`src/rtl/serial_mag_cmp.sv`:
```
// Bit-serial MSB-first unsigned magnitude comparator with start/busy/done handshake.
// Fixed latency of WIDTH shift cycles; the first differing bit pair decides the result.

module serial_mag_cmp_gt1 (
    input  logic x_i,
    input  logic y_i,
    output logic gt_o
);
    assign gt_o = x_i & ~y_i;
endmodule

module serial_mag_cmp #(
    parameter int WIDTH = 8
) (
    input  logic             clk,
    input  logic             reset_n,
    input  logic             start,
    input  logic [WIDTH-1:0] a,
    input  logic [WIDTH-1:0] b,
    output logic             busy,
    output logic             done,
    output logic             gt,
    output logic             eq,
    output logic             lt
);
    localparam int CW = (WIDTH > 1) ? $clog2(WIDTH) : 1;

    typedef enum logic [1:0] {IDLE, SHIFT, DONE} state_t;

    state_t           state_q;
    logic [WIDTH-1:0] sa_q, sb_q;
    logic [CW-1:0]    cnt_q;
    logic             decided_q, wgt_q, wlt_q;
    logic             decided_d, wgt_d, wlt_d;
    logic             busy_q, done_q, gt_q, eq_q, lt_q;
    logic             g, l;

    serial_mag_cmp_gt1 u_a_gt_b (.x_i(sa_q[WIDTH-1]), .y_i(sb_q[WIDTH-1]), .gt_o(g));
    serial_mag_cmp_gt1 u_b_gt_a (.x_i(sb_q[WIDTH-1]), .y_i(sa_q[WIDTH-1]), .gt_o(l));

    // Once a decision is latched, later bit pairs cannot alter it.
    always_comb begin
        decided_d = decided_q | g | l;
        wgt_d     = decided_q ? wgt_q : g;
        wlt_d     = decided_q ? wlt_q : l;
    end

    always_ff @(posedge clk) begin
        if (!reset_n) begin
            state_q   <= IDLE;
            sa_q      <= '0;
            sb_q      <= '0;
            cnt_q     <= '0;
            decided_q <= 1'b0;
            wgt_q     <= 1'b0;
            wlt_q     <= 1'b0;
            busy_q    <= 1'b0;
            done_q    <= 1'b0;
            gt_q      <= 1'b0;
            eq_q      <= 1'b0;
            lt_q      <= 1'b0;
        end else begin
            case (state_q)
                IDLE: begin
                    if (start) begin
                        sa_q      <= a;
                        sb_q      <= b;
                        cnt_q     <= CW'(WIDTH - 1);
                        decided_q <= 1'b0;
                        wgt_q     <= 1'b0;
                        wlt_q     <= 1'b0;
                        busy_q    <= 1'b1;
                        state_q   <= SHIFT;
                    end
                end
                SHIFT: begin
                    sa_q      <= sa_q << 1;
                    sb_q      <= sb_q << 1;
                    decided_q <= decided_d;
                    wgt_q     <= wgt_d;
                    wlt_q     <= wlt_d;
                    if (cnt_q == '0) begin
                        // LSB edge: publish the word result, undecided means equal.
                        gt_q    <= wgt_d;
                        lt_q    <= wlt_d;
                        eq_q    <= ~decided_d;
                        busy_q  <= 1'b0;
                        done_q  <= 1'b1;
                        state_q <= DONE;
                    end else begin
                        cnt_q <= cnt_q - CW'(1);
                    end
                end
                DONE: begin
                    done_q  <= 1'b0;
                    state_q <= IDLE;
                end
                default: begin
                    state_q <= IDLE;
                end
            endcase
        end
    end

    assign busy = busy_q;
    assign done = done_q;
    assign gt   = gt_q;
    assign eq   = eq_q;
    assign lt   = lt_q;
endmodule

```
`config.mk`:
```
export PLATFORM = sky130hd
export DESIGN_NAME = serial_mag_cmp
export DESIGN_NICKNAME = d
export VERILOG_FILES = /design/src/rtl/serial_mag_cmp.sv
export SDC_FILE = /design/constraint.sdc
export NUM_CORES = 1
export LEC_CHECK = 0
export ABC_CLOCK_PERIOD_IN_PS = 1230
export CORE_MARGIN = 3
export CORE_UTILIZATION = 35
export DETAILED_ROUTE_END_ITERATION = 7
export HOLD_SLACK_MARGIN = 0.12
export PLACE_DENSITY = 0.61
export SKIP_CTS_REPAIR_TIMING = 1
export SLEW_MARGIN = 25
export SYNTH_ARGS = -nofsm -noshare
export SYNTH_HDL_FRONTEND = slang
export SYNTH_SLANG_ARGS = --single-unit
export TNS_END_PERCENT = 20
```
`constraint.sdc`:
```
create_clock -name clk -period 1.23 [get_ports clk]
set_input_delay 0.369 -clock clk [delete_from_list [all_inputs] [get_ports clk]]
set_output_delay 0.369 -clock clk [all_outputs]
set_load 0.01 [all_outputs]
```
**Yosys cells after proc, flatten, opt, wreduce, memory -nomap -nowiden**

Cells that the tools add are included.

- $add $sub $neg: 1
- Eq/ne operators: 5
- Muxes and demuxes: 21
- Bitwise logic cells: 7
- Reductions and logical operators: 10

Operator list:

| cell | count |
|---|---|
| 8-bit case mux with 2 select lines | 2 |
| 8-bit 2-to-1 mux | 2 |
| 1-bit case mux with 2 select lines | 5 |
| 2-bit AND reduction | 4 |
| 1-bit 2-to-1 mux | 6 |
| 3-bit 2-to-1 mux | 2 |
| 2-bit != test, second input constant | 3 |
| 3-bit case mux with 2 select lines | 1 |
| 3-bit AND reduction | 2 |
| 2-bit 2-to-1 mux | 2 |
| 2-bit case mux with 2 select lines | 1 |
| 2-bit nonzero test | 2 |
| 3-bit zero test | 1 |
| 1-bit inverter | 3 |
| 3-bit by 1-bit subtractor with 3-bit output, second input constant | 1 |
| 1-bit bitwise AND | 2 |
| 2-bit by 1-bit == test with 1-bit output, second input constant | 1 |
| 2-bit == test, second input constant | 1 |
| 2-bit zero test | 1 |
| 1-bit bitwise OR | 2 |

- Flip-flop bits (word level): 29
- Input bits: 19
- Output and inout port bits: 5
- Logic and storage cells: 56

**Logic depth before layout (Yosys ltp)**

Gate-level depths: netlist (run 1).

- Depth after elaboration: 5
- Depth in mapped cells: 6
- Mapped depth without buffers: 5

**Modules after synthesis**

From an unflattened synthesis (run 1), not the netlist that was laid out.

- Cells, all modules: 156
- Area, all modules: 1,396.3 um2

Modules (own cells, without submodules):

| module | times used | cells an instance | area each (um2) | seq. area each (um2) |
|---|---|---|---|---|
| serial_mag_cmp | 1 | 154 | 1,368.8 | 580.6 |
| serial_mag_cmp_gt1 | 2 | 1 | 13.8 | 0.0 |

**Worst setup path after synthesis (run 1)**

No wires, ideal clock.

- Path kind: flip-flop to flip-flop
- From: register cnt_q[0]
- To: register eq_q (netlist: eq)
- Setup time: 0.096 ns
- Arrival: 1.050 ns
- Data required time: 1.134 ns
- Path slack: 0.085 ns
- Cell stages (with the launch flop): 6
- Path buffers: 0
- Period minus slack after synthesis: 1.145 ns
- Path through: dfxtp_1 > inv_1 > ha_1 > and4bb_2 > nand3b_1 > o41ai_2

- Word-level cells in the longest chain between the ends: 2

RTL lines:

| what | line | text |
|---|---|---|
| from (decl) | 32 | `logic [CW-1:0] cnt_q;` |
| from (signal assigned) | 68 | `cnt_q <= CW'(WIDTH - 1);` |
| from (signal assigned) | 91 | `cnt_q <= cnt_q - CW'(1);` |
| 3-bit zero test | 82 | `if (cnt_q == '0) begin` |
| 2-bit AND reduction (no line) | - |  |
| to (signal assigned) | 86 | `eq_q <= ~decided_d;` |
| to (decl) | 35 | `logic busy_q, done_q, gt_q, eq_q, lt_q;` |

Every way passes these cells.
A chain may end at the register's enable or synchronous reset.

**Worst setup path after layout (run 1)**

- From: register cnt_q[1]
- To: register eq_q (netlist: eq)

The elaborated chain is that of the path after synthesis.

==> impl_metrics.toml, run 1 <==
[status]
status = "complete, no violations"

[timing]
finalClockSkew_ns = 0.00500
fmax_ghz = 0.868
whs_ns = 0.469
min_period_ns = 1.15
setup_viol = 0
slew_headroom = 0.823
tightest_slew_ns = 0.264
finalSetupTns_ns = 0
hold_viol_final = 0
maxSlewViolCount = 0
fin_crit_sh = 0.936
rsz0062_at_grt = "no"
fin_ws_ns = 0.0784

[placed_design]
dp.cells = 221
dp_worst_setup_slack_ns = -0.360
gp_congestion = 0.726
placed_area_mm2 = 0.00163
port_buffers = 23
place_hpwl_um = 2020

[setup_path]
rr_endpoint = "eq"
end_kind = "flop"
critical_path_class = "flop to flop"
worst-r2r-cell-count = 5
critPathMaxFanout = 5
cp-startpoint = "cnt_q[1]"
r2r_slack_ns = 0.08
arrival_ns = 1.31
cp.required_ns = 1.39
worst_setup_path_start_kind = "flop"
reg2reg_from = "cnt_q[1]"

[logic_synthesis]
synth.area.top_cells = "dfxtp_1, nand2_1, a31oi_1, o21ai_1, buf_6"
synth.top_cell.area_share = 0.446
synth_warnings = 0
avgSynthCellArea_um2 = 8.57
ys_types = 31
synth-seq-cells = 29
postSynthCellCount = 152
syn_area_mm2 = 0.00130
yosys.area.top_type = "dfxtp_1"
yosysSeqAreaShare = 0.446
synth_nets = 173

[global_route]
grt_pass1_vias = 1108
grt_usage = 0.151
grt_max_degree = 26
overflow = 0
grt_antenna_before_repair = 0
grt_pass1_wl_um = 5040

[power]
ir_drop_uv = 617
p_per_area_mw_per_mm2 = 1380
total_power_mw = 2.44
p_leak_nw = 0.793

[job]
cap_violations = 0

[die]
dieHeight_um = 67.0
fp.dieW_um = 67.0
dieArea_mm2 = 0.00449
io_pins = 24
start_util = 0.376
rows = 21
core_mm2 = 0.00347

[clocking]
cts.sinks = 29
cts_root_buffer = "clkbuf_8"
clock_path_buffers = 2
cts_buffers = 5
h-tree-depth = 2
cts_tree = "built"
insertion_delay_ns = 0.28
cts.clk_slew.worst_paths_ns = 0.06

[final_layout]
design_area_mm2 = 0.00177
regArea_um2 = 583
utilization = 0.510
area_delta_synth_final_pct = 35.8
antenna_cells = 0
final_nets = 204
multiInputGateArea_um2 = 642
nFillCells = 357
fin_cells = 230
drive_gt1_frac = 0.174

[detailed_routing]
viasPerCell = 5.16
wl_per_cell_um = 12.8
drtIter0Drc = 70
via_count = 1186
dr.pass1.iters = 4
antenna_left = 0
wl_um = 2950
drc = 0

[min_path]
hp-class = "flop to flop"
hold-path-endpoint = "done"
hold_start = "done"
worstHoldPathCells = 2
cells in the mapped netlist (all sizes together):
master and instances:
o22ai 2, nor2b 2, a32o 2, nor3b 2, o21ai 18, and4 1, nand2 32, a31oi 15
a22o 2, xor2 1, o21a 1, ha 2, o21ba 1, and3 1, mux2i 1, nor3 2
o41ai 1, dfxtp 29, inv 5, nor2 3, and4bb 1, o211a 2, buf 9, and2b 1
nand3b 2, clkbuf 2, nand2b 3, a21oi 9
metal layers:
metal | global-route usage | vias up | wire length [um]
met5 | 0 | - | 0
met4 | 0.0835 | 0 | 42
met3 | 0.0388 | 4 | 123
met2 | 0.232 | 24 | 1440
met1 | 0.189 | 556 | 1340
li1 | - | 602 | -
cells by family (layout without fill, tap and decap cells):
kind of cell | count (synthesis) | after routing | share of synthesized area
compound gates | 53 | 53 | 0.256
xor+xnor | 1 | 1 | 0.00673
fa+ha+maj | 2 | 2 | 0.0192
buf+inv | 16 | 48 | 0.0826
flops | 29 | 29 | 0.446
mux | 1 | 1 | 0.00769
simple gates | 50 | 50 | 0.183
cell usage in the layout (no fill, tap or decap), drive strengths merged, types with 3 or more instances in the layout:
cell type      count
nand2b             3
clkdlybuf4s50     17
a31oi             15
a21oi              9
inv                5
clkbuf             6
buf               12
nand2             32
dlymetal6s2s       6
nor2               3
dfxtp             29
o21ai             18
power breakdown:
| group | total, mW | switching, mW | internal [mW] | leakage, nW |
|---|---|---|---|---|
| combinational | 0.577 | 0.270 | 0.307 | 0.508 |
| clock | 0.745 | 0.354 | 0.391 | 0.0450 |
| sequential | 1.12 | 0.0738 | 1.05 | 0.240 |
| total | 2.44 | 0.698 | 1.74 | 0.793 |
worst max-delay path by stage:
stage / to / slack [ns] / depth (start not counted)
after floorplan: eq / 0.08 / 5
after global placement: sb_q[0] / -0.32 / 5
after detailed placement: sa_q[5] / -0.36 / 5
after CTS: busy / -0.32 / 1
after global routing: cnt_q[2] / 0.01 / 4
final: eq / 0.08 / 5
layout make-up:
cell class                 instances  area share
clock buffer                       6      0.0410
clock inverter                     2     0.00566
inverter                           5      0.0106
multi-input combinational        107       0.363
sequential                        29       0.330
tap                               46      0.0325
timing repair buffer              35       0.218
state kept, by name (all words and copies together), names as in the netlist:
| signal | count |
|---|---|
| done | 1 |
| eq | 1 |
| busy | 1 |
| wgt_q | 1 |
| gt | 1 |
| sa_q | 8 |
| state_q | 2 |
| cnt_q | 3 |
| wlt_q | 1 |
| lt | 1 |
| decided_q | 1 |
| sb_q | 8 |
worst max-delay path: stages (launching register included):
cell and delay, ns:
dfxtp_1 0.31, inv_2 0.08, ha_4 0.14, and4bb_2 0.28, nand3b_1 0.14, o41ai_2 0.07
Note: power is estimated with default switching activity, not from simulation.
==> run 2: changes to the inputs <==
--- a/config.mk
+++ b/config.mk
@@ -10,7 +10,7 @@
 export CORE_UTILIZATION = 35
 export DETAILED_ROUTE_END_ITERATION = 7
 export HOLD_SLACK_MARGIN = 0.12
-export PLACE_DENSITY = 0.61
+export PLACE_DENSITY_LB_ADDON = 0.25
 export SKIP_CTS_REPAIR_TIMING = 1
 export SLEW_MARGIN = 25
 export SYNTH_ARGS = -nofsm -noshare
==> impl_metrics.toml, run 2 (synthesis gave the netlist of run 1 again) <==
[detailed_routing]
via_count = 1216
viasPerCell = 5.20
dr.pass1.iters = 4
wl_per_cell_um = 12.9
drtIter0Drc = 60
antenna_left = 0
drc = 0
wl_um = 3020

[timing]
setup_viol = 0
whs_ns = 0.473
fmax_ghz = 0.832
hold_viol_final = 0
rsz0062_at_grt = "yes"
maxSlewViolCount = 0
min_period_ns = 1.20
slew_headroom = 0.793
fin_crit_sh = 0.977
finalClockSkew_ns = 0.00569
finalSetupTns_ns = 0
tightest_slew_ns = 0.309

[placed_design]
placed_area_mm2 = 0.00163
gp_congestion = 0.783
place_hpwl_um = 2030
port_buffers = 23

[status]
status = "complete, no violations"

[setup_path]
reg2reg_from = "cnt_q[1]"
endpoint = "eq"
cp.required_ns = 1.39
end_kind = "flop"
critPathMaxFanout = 5
worst_setup_path_start_kind = "flop"
worst-r2r-cell-count = 5
cp-startpoint = "cnt_q[1]"
rr_endpoint = "eq"
arrival_ns = 1.36
critical_path_class = "flop to flop"
r2r_slack_ns = 0.03

[final_layout]
antenna_cells = 0
area_delta_synth_final_pct = 40.8
layout_common_cells = "nand2_1, dfxtp_1, clkdlybuf4s50_1"
design_area_mm2 = 0.00183
nFillCells = 335
drive_gt1_frac = 0.186
top_regs = "sa_q (8), sb_q (8), cnt_q (3)"
final_nets = 208
final_common_cell = "nand2_1"

[die]
core_mm2 = 0.00347
dieArea_mm2 = 0.00449
fp.dieW_um = 67.0
io_pins = 24
dieHeight_um = 67.0
rows = 21
start_util = 0.376

[global_route]
grt_max_degree = 34
grt_pass1_wl_um = 4830
grt_antenna_before_repair = 0
grt_usage = 0.140
overflow = 0
grt_pass1_vias = 1099

[power]
ir_drop_uv = 538
p_per_area_mw_per_mm2 = 1500
p_leak_nw = 0.835

[clocking]
cts.clk_slew.worst_paths_ns = 0.06
cts_tree = "built"
insertion_delay_ns = 0.28
h-tree-depth = 2
cts_buffers = 5
clock_path_buffers = 2
cts.sinks = 29
cts_root_buffer = "clkbuf_8"

[min_path]
hp-class = "flop to flop"

[job]
cap_violations = 0
## run 2: cell types whose count changed in the layout (fill, tap and decap cells not counted), sizes merged
cell,previous run,this run
buf,12,16
clkbuf,6,7
bufinv,0,1
clkinv,2,0
## run 2: worst max-delay path: stages, from the launching register on
cell,delay [ns]
dfxtp_2,0.32
inv_2,0.08
ha_4,0.14
and4bb_2,0.28
nand3b_1,0.17
o41ai_4,0.09
## run 2: per-layer routing
| layer | up-vias | global-route usage | part of all wire |
|---|---|---|---|
| met1 | 576 | 0.169 | 0.45 |
| met2 | 28 | 0.232 | 0.48 |
| li1 | 608 | - | - |
| met3 | 4 | 0.0371 | 0.055 |
| met5 | - | 0 | 0 |
| met4 | 0 | 0.0608 | 0.012 |
## run 2: layout make-up
| class | instances | area (um2) | share of cell area |
|---|---|---|---|
| Sequential cell | 29 | 584 | 0.319 |
| Clock buffer | 7 | 86.3 | 0.0471 |
| Clock inverter | 1 | 30.0 | 0.0164 |
| Tap cell | 46 | 57.6 | 0.0314 |
| Inverter | 5 | 18.8 | 0.0102 |
| Timing Repair Buffer | 39 | 403 | 0.220 |
| Multi-Input combinational cell | 107 | 654 | 0.357 |
## run 2: power by group
group,internal [mW],switching [mW]
Sequential,1.05,0.0751
Combinational,0.325,0.283
Clock,0.659,0.355
Total,2.03,0.713
## run 2: per-stage QoR
stage          std cells   util  setup WS (ns)  power, mW
6_report             234  0.529         0.0288       2.75
5_1_grt              234  0.529        -0.0427       2.87
4_1_cts              230  0.503         -0.310       2.70
3_5_place_dp         222  0.470         -0.356       1.68
3_3_place_gp         222  0.470         -0.322       1.65
2_1_floorplan        152      -         0.0847       1.47
## run 2: how the worst min path moves through the flow
stage	start	endpoint	slack [ns]	cells past startpoint
3_3_place_gp	wgt_q	wgt_q	0.46	2
3_5_place_dp	wgt_q	wgt_q	0.46	2
5_1_grt	wgt_q	wgt_q	0.49	2
4_1_cts	wgt_q	wgt_q	0.47	2
2_1_floorplan	wgt_q	wgt_q	0.45	2
6_report	sa_q[4]	sa_q[5]	0.47	2
